## src/rtl/mips_pkg.sv

```systemverilog
// Shared ALU control codes and multicycle-ALU FSM encoding.
// The ALU decoder imports these same constants so both sides agree on the codes.
package mips_pkg;

  localparam logic [2:0] ALU_AND = 3'b000;
  localparam logic [2:0] ALU_OR  = 3'b001;
  localparam logic [2:0] ALU_ADD = 3'b010;
  localparam logic [2:0] ALU_SUB = 3'b100;
  localparam logic [2:0] ALU_MUL = 3'b101;
  localparam logic [2:0] ALU_SLT = 3'b110;

  typedef enum logic {
    ST_IDLE = 1'b0,
    ST_MUL  = 1'b1
  } alu_state_e;

  // Only the multiply leaves IDLE; every other code completes in one clock.
  function automatic logic is_multicycle(input logic [2:0] code);
    return code == ALU_MUL;
  endfunction

endpackage

```

## src/rtl/alu_mul_seq.sv

```systemverilog
// Shift-add multiplier datapath: one partial product per step, WIDTH steps total.
// Keeps only the low WIDTH bits, which match for signed and unsigned operands.
module alu_mul_seq #(
  parameter int WIDTH = 32
) (
  input  logic             clk,
  input  logic             rst_n,
  input  logic             load,
  input  logic             step,
  input  logic [WIDTH-1:0] a,
  input  logic [WIDTH-1:0] b,
  output logic [WIDTH-1:0] product,
  output logic             last
);

  localparam int CW = (WIDTH > 1) ? $clog2(WIDTH) : 1;

  logic [WIDTH-1:0] multiplicand;
  logic [WIDTH-1:0] multiplier;
  logic [WIDTH-1:0] acc;
  logic [WIDTH-1:0] acc_next;
  logic [CW-1:0]    cnt;

  assign acc_next = acc + (multiplier[0] ? multiplicand : '0);

  // The product leaves through acc_next so the final step is captured on the
  // same edge that performs it, without an extra drain cycle.
  assign product = acc_next;
  assign last    = (cnt == CW'(WIDTH - 1));

  // NOTE: every register here is reset, not just control state; an aborted
  // multiply must leave no partial operands behind for the next one.
  always_ff @(posedge clk or negedge rst_n) begin
    if (!rst_n) begin
      multiplicand <= '0;
      multiplier   <= '0;
      acc          <= '0;
      cnt          <= '0;
    end else if (load) begin
      multiplicand <= a;
      multiplier   <= b;
      acc          <= '0;
      cnt          <= '0;
    end else if (step) begin
      acc          <= acc_next;
      multiplicand <= multiplicand << 1;
      multiplier   <= multiplier >> 1;
      cnt          <= cnt + 1'b1;
    end
  end

endmodule

```

## src/rtl/mips_alu_mc.sv

```systemverilog
// Multicycle MIPS ALU: single-cycle logic/arith ops plus a WIDTH-step multiply
// behind a Start/Busy/Valid handshake. All result outputs are registered.
module mips_alu_mc
  import mips_pkg::*;
#(
  parameter int WIDTH = 32
) (
  input  logic             CLK,
  input  logic             RST,
  input  logic [WIDTH-1:0] SrcA,
  input  logic [WIDTH-1:0] SrcB,
  input  logic [2:0]       ALUControl,
  input  logic             Start,
  output logic [WIDTH-1:0] ALUResult,
  output logic             Zero,
  output logic             Busy,
  output logic             Valid
);

  alu_state_e       state;
  alu_state_e       state_next;
  logic             mul_load;
  logic             mul_step;
  logic             mul_last;
  logic [WIDTH-1:0] mul_product;
  logic             done;
  logic [WIDTH-1:0] alu_y;
  logic [WIDTH-1:0] res_next;

  alu_mul_seq #(
    .WIDTH(WIDTH)
  ) u_mul (
    .clk    (CLK),
    .rst_n  (RST),
    .load   (mul_load),
    .step   (mul_step),
    .a      (SrcA),
    .b      (SrcB),
    .product(mul_product),
    .last   (mul_last)
  );

  // NOTE: state uses <= so every register samples pre-edge values together;
  // = here would let later blocks see the updated state within the same edge.
  always_ff @(posedge CLK or negedge RST) begin
    if (!RST) state <= ST_IDLE;
    else      state <= state_next;
  end

  always_comb begin
    state_next = state;
    unique case (state)
      ST_IDLE: if (Start && is_multicycle(ALUControl)) state_next = ST_MUL;
      ST_MUL:  if (mul_last)                           state_next = ST_IDLE;
      default:                                         state_next = ST_IDLE;
    endcase
  end

  // NOTE: defaults first so that no path through the case leaves an output
  // unassigned, which would otherwise infer a latch.
  always_comb begin
    mul_load = 1'b0;
    mul_step = 1'b0;
    done     = 1'b0;
    Busy     = 1'b0;
    unique case (state)
      ST_IDLE: begin
        mul_load = Start && is_multicycle(ALUControl);
        done     = Start && !is_multicycle(ALUControl);
      end
      ST_MUL: begin
        Busy     = 1'b1;
        mul_step = 1'b1;
        done     = mul_last;
      end
      default: ;
    endcase
  end

  // Single-cycle datapath; reserved codes deliberately produce zero.
  always_comb begin
    alu_y = '0;
    unique case (ALUControl)
      ALU_AND: alu_y = SrcA & SrcB;
      ALU_OR:  alu_y = SrcA | SrcB;
      ALU_ADD: alu_y = SrcA + SrcB;
      ALU_SUB: alu_y = SrcA - SrcB;
      ALU_SLT: alu_y = {{(WIDTH-1){1'b0}}, ($signed(SrcA) < $signed(SrcB))};
      default: alu_y = '0;
    endcase
  end

  assign res_next = (state == ST_MUL) ? mul_product : alu_y;

  always_ff @(posedge CLK or negedge RST) begin
    if (!RST) begin
      ALUResult <= '0;
      Zero      <= 1'b1;
      Valid     <= 1'b0;
    end else begin
      Valid <= done;
      if (done) begin
        ALUResult <= res_next;
        Zero      <= (res_next == '0);
      end
    end
  end

endmodule

```

## config.mk

```make
export PLATFORM = sky130hd
export DESIGN_NAME = mips_alu_mc
export DESIGN_NICKNAME = d
export VERILOG_FILES = /design/src/rtl/mips_pkg.sv /design/src/rtl/alu_mul_seq.sv /design/src/rtl/mips_alu_mc.sv
export SDC_FILE = /design/constraint.sdc
export NUM_CORES = 1
export LEC_CHECK = 0
export CORE_MARGIN = 2
export CORE_UTILIZATION = 25
export CTS_CLUSTER_SIZE = 10
export DETAILED_ROUTE_END_ITERATION = 8
export SETUP_SLACK_MARGIN = 0.2
export SLEW_MARGIN = 20
export SYNTH_ARGS = -nofsm -noshare
export SYNTH_HDL_FRONTEND = slang
export SYNTH_SLANG_ARGS = --single-unit
```

## constraint.sdc

```tcl
create_clock -name CLK -period 7.1 [get_ports CLK]
set_clock_uncertainty 0.1 [all_clocks]
set_input_delay 1.42 -clock CLK [delete_from_list [all_inputs] [get_ports CLK]]
set_output_delay 1.42 -clock CLK [all_outputs]
set_load 0.03 [all_outputs]
```

==> reports/results.tsv <==
stage	metric	value	unit
placed_design	place_congestion	0.924	
power_and_ir_drop	p_int	0.00245	W
worst_setup_path	regToRegSetupSlack	2.05	ns
floorplanning	ios	105	
yosys	yosys.area.top_type_share	0.256	
global_route	grt_antenna_before_repair	0	
power_and_ir_drop	leakagePower	6.96	nW
worst_setup_path	arrival	5.97	ns
yosys	netlist_area	13200	µm²
sta	fin_ws	1.40	ns
final_layout	nNetsFinal	1964	
detailed_routing	drtIter0Drc	1189	
worst_hold_path	hold_path_class	reg -> reg	
floorplanning	placementRows	84	
placed_design	dp_hpwl	37.3	mm
worst_setup_path	path_depth	16	
sta	rsz0062_at_grt	false	
global_route	grt_max_degree	137	
power_and_ir_drop	vdd_drop_max	0.000192	V
detailed_routing	vias	13000	
clock_tree	cts.reportedPaths.clkPinSlew	0.07	ns
yosys	synthDistinctLibCells	91	
yosys	ys_warn_count	0	
worst_setup_path	worst_r2r_startpoint	u_mul.multiplier[0]	
yosys	yosys.area.top_type	dfrtp_1	
clock_tree	htreeDepth	4	
sta	drv_slew	0	
sta	fmax	175	MHz
floorplanning	core-area	52300	µm²
final_layout	nFillCells	5685	
floorplanning	fp.dieH	234	µm
detailed_routing	drt_first_pass_iters	6	
outcome	status	finished, final reports clean	
floorplanning	die_area	54600	µm²
placed_design	post-place-ws	1.06	ns
sta	period_needed	5.70	ns
clock_tree	tritoncts	done	
final_layout	area_delta_synth_final	17.4	%
clock_tree	cts-resized-gates	0	
worst_setup_path	path_buf_inv	3	
clock_tree	cts_root_buf	clkbuf_16	
yosys	synth_cells	1712	
sta	fin_tns_setup	0	ns
yosys	ys_top_cells_by_area	dfrtp_1 26%, ha_1 13%, a21oi_1 6.6%	
worst_setup_path	crit_fanout	4	
final_layout	antennaDiodeCount	0	
final_layout	drive_above_1_share	0.0621	
detailed_routing	drcViolationCount	0	
worst_setup_path	crit_path_cell_trace	clkdlybuf4s50_1, inv_1, ha_1, inv_1, fa_1, nor2b_1, o311ai_1, nand2_1, a221o_1, a221oi_1, nand4_1, nor4bb_1, nand4b_1, nor4_1, nand4_1, o32ai_2	
power_and_ir_drop	p_comb_frac	0.486	
worst_setup_path	worst-r2r-cell-count	14	
worst_setup_path	cp_top_family	simple AND/OR/NAND/NOR gates	
worst_setup_path	start_kind	input pin	
placed_design	portBuffers	104	
worst_setup_path	critPathCapture	Zero	
worst_setup_path	critPathLaunch	SrcA[0]	
worst_setup_path	cpPeakStageDelay	0.61	ns
global_route	grt_pass1_wl	75.0	mm
clock_tree	postCtsSetupBuffers	0	
detailed_routing	final_antenna_net_count	0	
floorplanning	initial_core_util	0.252	
yosys	seq_area_frac_synth	0.258	
detailed_routing	viasPerCell	5.27	
sta	period_share	0.803	
floorplanning	dieWidth	234	µm
detailed_routing	wirelength	48.2	mm
detailed_routing	wire_per_inst	19.6	µm
final_layout	stdcell_count	2458	
run	cap_violations	0	
power_and_ir_drop	swShare	0.454	
worst_setup_path	critical_path_class	in -> reg	
sta	hold_viol_final	0	
sta	setup_violations	0	
sta	slew_headroom	0.363	
yosys	syn_nets	1918	
placed_design	dp_cells	2427	
yosys	ys.flop_type	dfrtp_1	
sta	tightest_slew	0.953	ns
clock_tree	cts.sink_count	136	
yosys	syn_area_per_cell	7.71	µm²
yosys	synthArstFlopShare	1.00	
power_and_ir_drop	p_per_area	290	nW/µm²
power_and_ir_drop	clkPwrFrac	0.220	
worst_setup_path	critPathSlowestCell	o311ai_1	
global_route	grt_overflow	0	
clock_tree	hold_buffers	0	
clock_tree	worstSkewPairLatency	0.46	ns
worst_setup_path	r2r-end	Zero	
yosys	ys_ff_latch	136	
clock_tree	numCtsBuffers	17	
clock_tree	max-clock-path-buffers	2	
power_and_ir_drop	netSwitchingPower	0.00204	W
power_and_ir_drop	p_seq_frac	0.294	
worst_setup_path	required	7.37	ns
global_route	grt_pass1_vias	12600	
global_route	grtUsageTotal	0.178	
yosys	synth_edf_count	0	
worst_setup_path	endpoint_kind	flop	
## metrics by stage
stage,power (W),util,cell area [µm²],hold WS (ns)
final,0.00449,0.296,15500,0.384
after global routing,0.00478,0.296,15500,0.410
after CTS,0.00449,0.296,15500,0.384
after detailed placement,0.00349,0.284,14900,0.371
after global placement,0.00346,0.284,14900,0.365
after floorplan,0.00266,-,13200,0.352
## per-layer routing
metal,GRT usage,up-vias,share of wire
li1,-,6190,-
met1,0.243,6228,0.46
met2,0.280,463,0.45
met3,0.0305,73,0.061
met4,0.0657,0,0.030
met5,0,-,0
## cells in the mapped netlist, types with 9 or more instances
cell type,instances
clkbuf_1,75
xnor2_1,31
mux2_2,14
a221oi_1,17
nor2b_1,11
a21o_1,37
xor2_1,11
o21ai_0,117
o21bai_1,9
o211ai_1,18
and2_1,38
nor3_1,32
nand4_1,21
ha_1,133
a31oi_1,18
a211o_1,10
a21oi_1,174
a211oi_1,20
nand2_1,187
buf_2,10
o31ai_1,11
nand2b_1,15
nand3_1,34
inv_1,123
dfrtp_1,135
o21a_1,11
a22o_1,10
mux2i_1,34
nor2_1,181
## area by class of cell
type,count,area [µm²],share of cell area
Multi-Input combinational cell,1353,8920,0.576
Clock buffer,18,429,0.0277
Sequential cell,136,3410,0.220
Inverter,125,469,0.0303
Timing Repair Buffer,125,1210,0.0780
Clock inverter,13,194,0.0125
Tap cell,688,861,0.0556
## sequential cells by signal, indices dropped and copies added, names as in the netlist
register and cells:
Valid 1, u_mul.cnt 5, ALUResult 32, u_mul.multiplier 32, u_mul.acc 32, u_mul.multiplicand 32, state 1, Zero 1
## how the worst min path moves through the flow
stage	start	end	slack, ns	depth (start not counted)
2_1_floorplan	u_mul.acc[13]	u_mul.acc[13]	0.35	2
3_3_place_gp	u_mul.multiplier[5]	u_mul.multiplier[4]	0.37	2
3_5_place_dp	u_mul.acc[21]	u_mul.acc[21]	0.37	2
4_1_cts	u_mul.multiplier[3]	u_mul.multiplier[2]	0.38	2
5_1_grt	u_mul.acc[21]	u_mul.acc[21]	0.41	2
6_report	u_mul.multiplier[5]	u_mul.multiplier[4]	0.38	2
## power by group through the flow
stage          Combinational [W]  Clock, W  Sequential, W
2_1_floorplan            0.00128         0        0.00138
3_3_place_gp             0.00214         0        0.00132
3_5_place_dp             0.00216         0        0.00133
4_1_cts                  0.00217   0.00100        0.00132
5_1_grt                  0.00238   0.00104        0.00136
6_report                 0.00218  0.000988        0.00132
## placed cells by master (no fill, tap or decap), types with 10 or more instances in the layout
cell	Yosys	layout
ha_1	133	133
buf_4	4	20
mux2i_1	34	34
nand4_1	21	21
mux2_2	14	14
a21oi_1	174	174
o21a_1	11	11
clkbuf_16	0	17
a21o_1	37	37
o31ai_1	11	11
a211oi_1	20	20
clkdlybuf4s50_1	0	102
a211o_1	10	10
o211ai_1	18	18
a31oi_1	18	18
xnor2_1	31	31
nor3_1	32	32
inv_1	123	123
nand2_1	187	187
nand3_1	34	34
a221oi_1	17	17
a22o_1	10	10
xor2_1	11	11
o21ai_0	117	116
nor2b_1	11	11
nor2_1	181	179
nand2b_1	15	15
and2_1	38	38
dfrtp_1	135	134
## worst reg2reg max path, stage by stage (launching register included)
cell      delay [ns]
dfrtp_1         0.73
and2_1          0.37
ha_1            0.22
fa_1            0.44
a21oi_1         0.29
nor3_1          0.12
o311a_1         0.36
o21bai_2        0.22
a31oi_1         0.21
a221oi_1        0.57
xnor2_1         0.28
a22o_1          0.35
nor4_1          0.29
nand4_1         0.14
o32ai_2         0.28
## kinds of logic (layout without fill, tap and decap cells)
group	Yosys count	in the layout	share of synthesized area
simple gates	580	580	0.204
compound gates	547	547	0.275
flops	136	136	0.258
xor+xnor	42	42	0.0279
fa+ha+maj	136	136	0.131
mux	48	48	0.0377
buf+inv	223	281	0.0674
(Power assumes the default switching activity.)
==> patch 1: new RTL, config.mk and constraints unchanged <==
Remove the case item `ALU_ADD` of the case on `ALUControl`.
--- a/src/rtl/mips_alu_mc.sv
+++ b/src/rtl/mips_alu_mc.sv
@@ -85,3 +85,2 @@
       ALU_OR:  alu_y = SrcA | SrcB;
-      ALU_ADD: alu_y = SrcA + SrcB;
       ALU_SUB: alu_y = SrcA - SrcB;
Formal check against the unedited RTL: not equivalent (a bounded check fails within 4 cycles, from zero or initial values and one cycle with RST low).
==> patch 1 against the unedited design <==
  * Hold slack improved by 0.00054 ns
  * Critical path depth down 3
  * Sequential cell count unchanged
  * Final area is 11% lower
  * Setup slack better by 0.28 ns
  * First-iteration DRC count shrank 33%
  * Sequential share of layout area is 2.6 points higher
  * Power fell by 7.2%
  * Cell count is 13% lower
  * Wire length is 19% lower
  * Synthesized area fell by 11%
  * Highest routed layer unchanged
==> patch 1: results (changes against the unedited design) <==
metric	value	unit	change
relSlewSlack	30.1	%	-6.2 points
clock_area_share	4.01	%	-0.014 points
layout-drive-gt1-share	6.41	%	+0.19 points
placed_cells	2105		-13%
avgSynthCellArea	8.06	µm²	+4.5%
synth_commonest_cells	167 x nand2_1, 149 x nor2_1, 136 x a21oi_1		
power_leakage	6.29	nW	-9.6%
antenna_found_initial	1		+1
drt-vias-per-instance	5.07		-3.9%
critPathSlowestCell	a311oi_1		
n_all_inverters	126		+0.80%
gp_congestion	0.956		+3.4%
first_pass_iters	5		-1
cp.arrival	5.70	ns	-0.27 ns
grt_util_met1	21.3	%	-3.0 points
wl_met1	18000	µm	-19%
utilization	29.8	%	+0.17 points
final_nets	1718		-13%
power_combinational	1.96	mW	-10%
dr_wl_met3	1800	µm	-39%
gr-usage-met2	26.2	%	-1.8 points
drtIter0Drc	798		-33%
ys_seq_area_share	28.9	%	+3.1 points
track_usage	15.9	%	-1.9 points
hpwl	29500	µm	-21%
multi_input_area	7540	µm²	-16%
cp-startpoint	SrcA[1]		
grt_use_met3	2.15	%	-0.90 points
nMultiInputCombCells	1121		-17%
buffer_area_share	8.10	%	+0.30 points
grt_max_degree	102		-26%
route.met2.wl	18400	µm	-15%
status	finished clean		
## patch 1: cell count changes in the layout (fill, tap and decap cells not counted), sizes merged, moves of 8 or more
cell | before | now
nand2 | 189 | 167
nor3 | 32 | 15
a21o | 37 | 16
a221oi | 18 | 6
o211ai | 18 | 7
mux2i | 34 | 43
a211oi | 20 | 11
nor2 | 181 | 149
nand3 | 34 | 18
a21oi | 176 | 139
buf | 23 | 12
a211o | 10 | 2
## patch 1: cells by family after synthesis
family          count (synthesis)  share of synthesized area (%)
fa+ha+maj                     131                           14.0
flops                         136                           28.9
xor+xnor                       43                           3.19
buf+inv                       207                           7.45
mux                            60                           5.30
compound gates                408                           22.1
simple gates                  479                           19.1
## patch 1: through the flow
step	total power [mW]	worst slack, ns
after floorplan	2.59	2.61
after CTS	4.18	1.73
final	4.17	1.68
after global placement	3.26	1.30
after detailed placement	3.28	1.24
after global routing	4.44	1.42
==> patch 2: new RTL, same settings <==
Without the edit above. `WIDTH` is set to 32 in 2 places; all go to 64.
--- a/src/rtl/alu_mul_seq.sv
+++ b/src/rtl/alu_mul_seq.sv
@@ -3,3 +3,3 @@
 module alu_mul_seq #(
-  parameter int WIDTH = 32
+  parameter int WIDTH = 64
 ) (
--- a/src/rtl/mips_alu_mc.sv
+++ b/src/rtl/mips_alu_mc.sv
@@ -5,3 +5,3 @@
 #(
-  parameter int WIDTH = 32
+  parameter int WIDTH = 64
 ) (
Ports: changed (resized ALUResult, SrcA and SrcB); port bits go from 105 to 201. No check against the original RTL was run, so the function may have changed too.
==> patch 2 against the unedited design <==
  * Clock power up 78%
  * Synthesized area up 110%
  * First-iteration DRC count rose to 2.6 times the old value
  * Wire length rose to 2.6 times the old value
  * Final area up 110%
  * Setup slack worse by 0.97 ns
  * Power up 110%
  * Sequential cell count up 129
==> patch 2: results (changes against the unedited design) <==
metric	value	unit	change
status	finished clean		
max_stage_delay	0.58	ns	-0.03 ns
pre_cts_slack	0.0753	ns	-0.988 ns
highest_layer	met5		
synthArstFlopShare	100	%	unchanged
min_to	u_mul.multiplier[10]		
gp_congestion	0.997		+8.0%
cts-root-buf	clkbuf_16		
synth_area_leaders	dfrtp_1 24%, ha_1 12%, a21oi_1 8.5%		
worstPathMaxFanout	3		-1
hpwl	102000	µm	+170%
drt-vias-per-instance	5.49		+4.3%
final_nets	4358		+120%
synth_commonest_cells	466 x a21oi_1, 440 x nand2_1, 358 x nor2_1		
synth_edf_count	0		unchanged
r2r_cells	17		+3
critPathSlowestCell	a221oi_1		
power_leakage	14.8	nW	+110%
wl_met1	57300	µm	+160%
first_pass_iters	6		unchanged
ys_seq_area_share	24.2	%	-1.6 points
clk_latency	0.59	ns	+0.13 ns
postCtsHoldBufs	0		unchanged
placed_cells	5337		+120%
port_buffers	200		+92%
drtIter0Drc	3150		+160%
crit_family	compound AO/OA/AOI/OAI gates		
worstHoldStart	u_mul.multiplier[11]		
gr-usage-met2	32.6	%	+4.6 points
first_global_vias	28500		+130%
tightestPinTransition	1.08	ns	+0.126 ns
track_usage	22.0	%	+4.2 points
crit_path_start_kind	input port		
cp.arrival	7.08	ns	+1.11 ns
yosys.cell_types.count	95		+4.4%
final_cells	5396		+120%
dr_wl_met3	11500	µm	+290%
htree_num_levels	2		-2
reg2reg_slack	0.83	ns	-1.22 ns
layout-drive-gt1-share	8.12	%	+1.9 points
antenna_found_initial	7		+7
grt_use_met3	4.69	%	+1.6 points
cts_made_buffers	36		+19
rr_startpoint	u_mul.multiplier[0]		
fin_hold_ws	0.381	ns	-0.00238 ns
setup_viol	0		unchanged
synth_cells	3750		+120%
grt_pass1_wl	187000	µm	+150%
grt_max_degree	157		+15%
worst_ir_drop_vdd	0.152	mV	-21%
grt_util_met1	31.0	%	+6.7 points
synth_fp_nets	4147		+120%
clockBufferDepth	3		+1
route.met2.wl	53100	µm	+150%
placed_area	32000	µm²	+120%
n_fill_cell	11800		+110%
drt_wl_total	127000	µm	+160%
min_path_cells	2		unchanged
synth_ff_type	dfrtp_1		
path_clk_slew	0.07	ns	about the same
==> patch 2: cell types whose count changed after synthesis, moves of 127 or more <==
cell,change
a21oi_1,+292
o21ai_0,+165
nand2_1,+253
ha_1,+127
dfrtp_1,+129
nor2_1,+177
inv_1,+150
==> patch 2: final cells by class <==
| class | count | area, µm² | share of cell area (%) |
|---|---|---|---|
| Multi-Input combinational cell | 2987 | 19000 | 57.5 |
| Clock buffer | 49 | 1020 | 3.08 |
| Inverter | 274 | 1030 | 3.11 |
| Antenna cell | 3 | 7.51 | 0.0227 |
| Timing Repair Buffer | 397 | 3550 | 10.7 |
| Tap cell | 1414 | 1770 | 5.35 |
| Sequential cell | 265 | 6640 | 20.1 |
| Clock inverter | 7 | 55.1 | 0.167 |
==> patch 2: how the worst max path moves through the flow <==
stage / end / slack, ns / cells past startpoint
final: Zero / 0.43 / 21
after CTS: Zero / 0.64 / 21
after floorplan: Zero / 1.27 / 18
after detailed placement: Zero / 0.08 / 21
after global placement: Zero / 0.02 / 21
after global routing: Zero / 0.32 / 21
==> patch 2: cell families (layout without fill, tap and decap cells) <==
| logic type | after synthesis | in the layout | share of synthesized area (%) |
|---|---|---|---|
| AND/OR/NAND/NOR | 1256 | 1256 | 21.2 |
| AO/OA/AOI/OAI | 1275 | 1275 | 29.0 |
| buffers and inverters | 498 | 727 | 6.90 |
| adder cells (fa/ha/maj) | 263 | 263 | 12.1 |
| multiplexers | 98 | 98 | 3.66 |
| other | 0 | 3 | 0 |
| flip-flops | 265 | 265 | 24.2 |
| XOR/XNOR | 95 | 95 | 3.03 |
==> patch 2: power by group <==
part           internal, mW  switching (mW)
registers              2.14           0.569
logic                  1.79            3.02
clock network         0.997           0.759
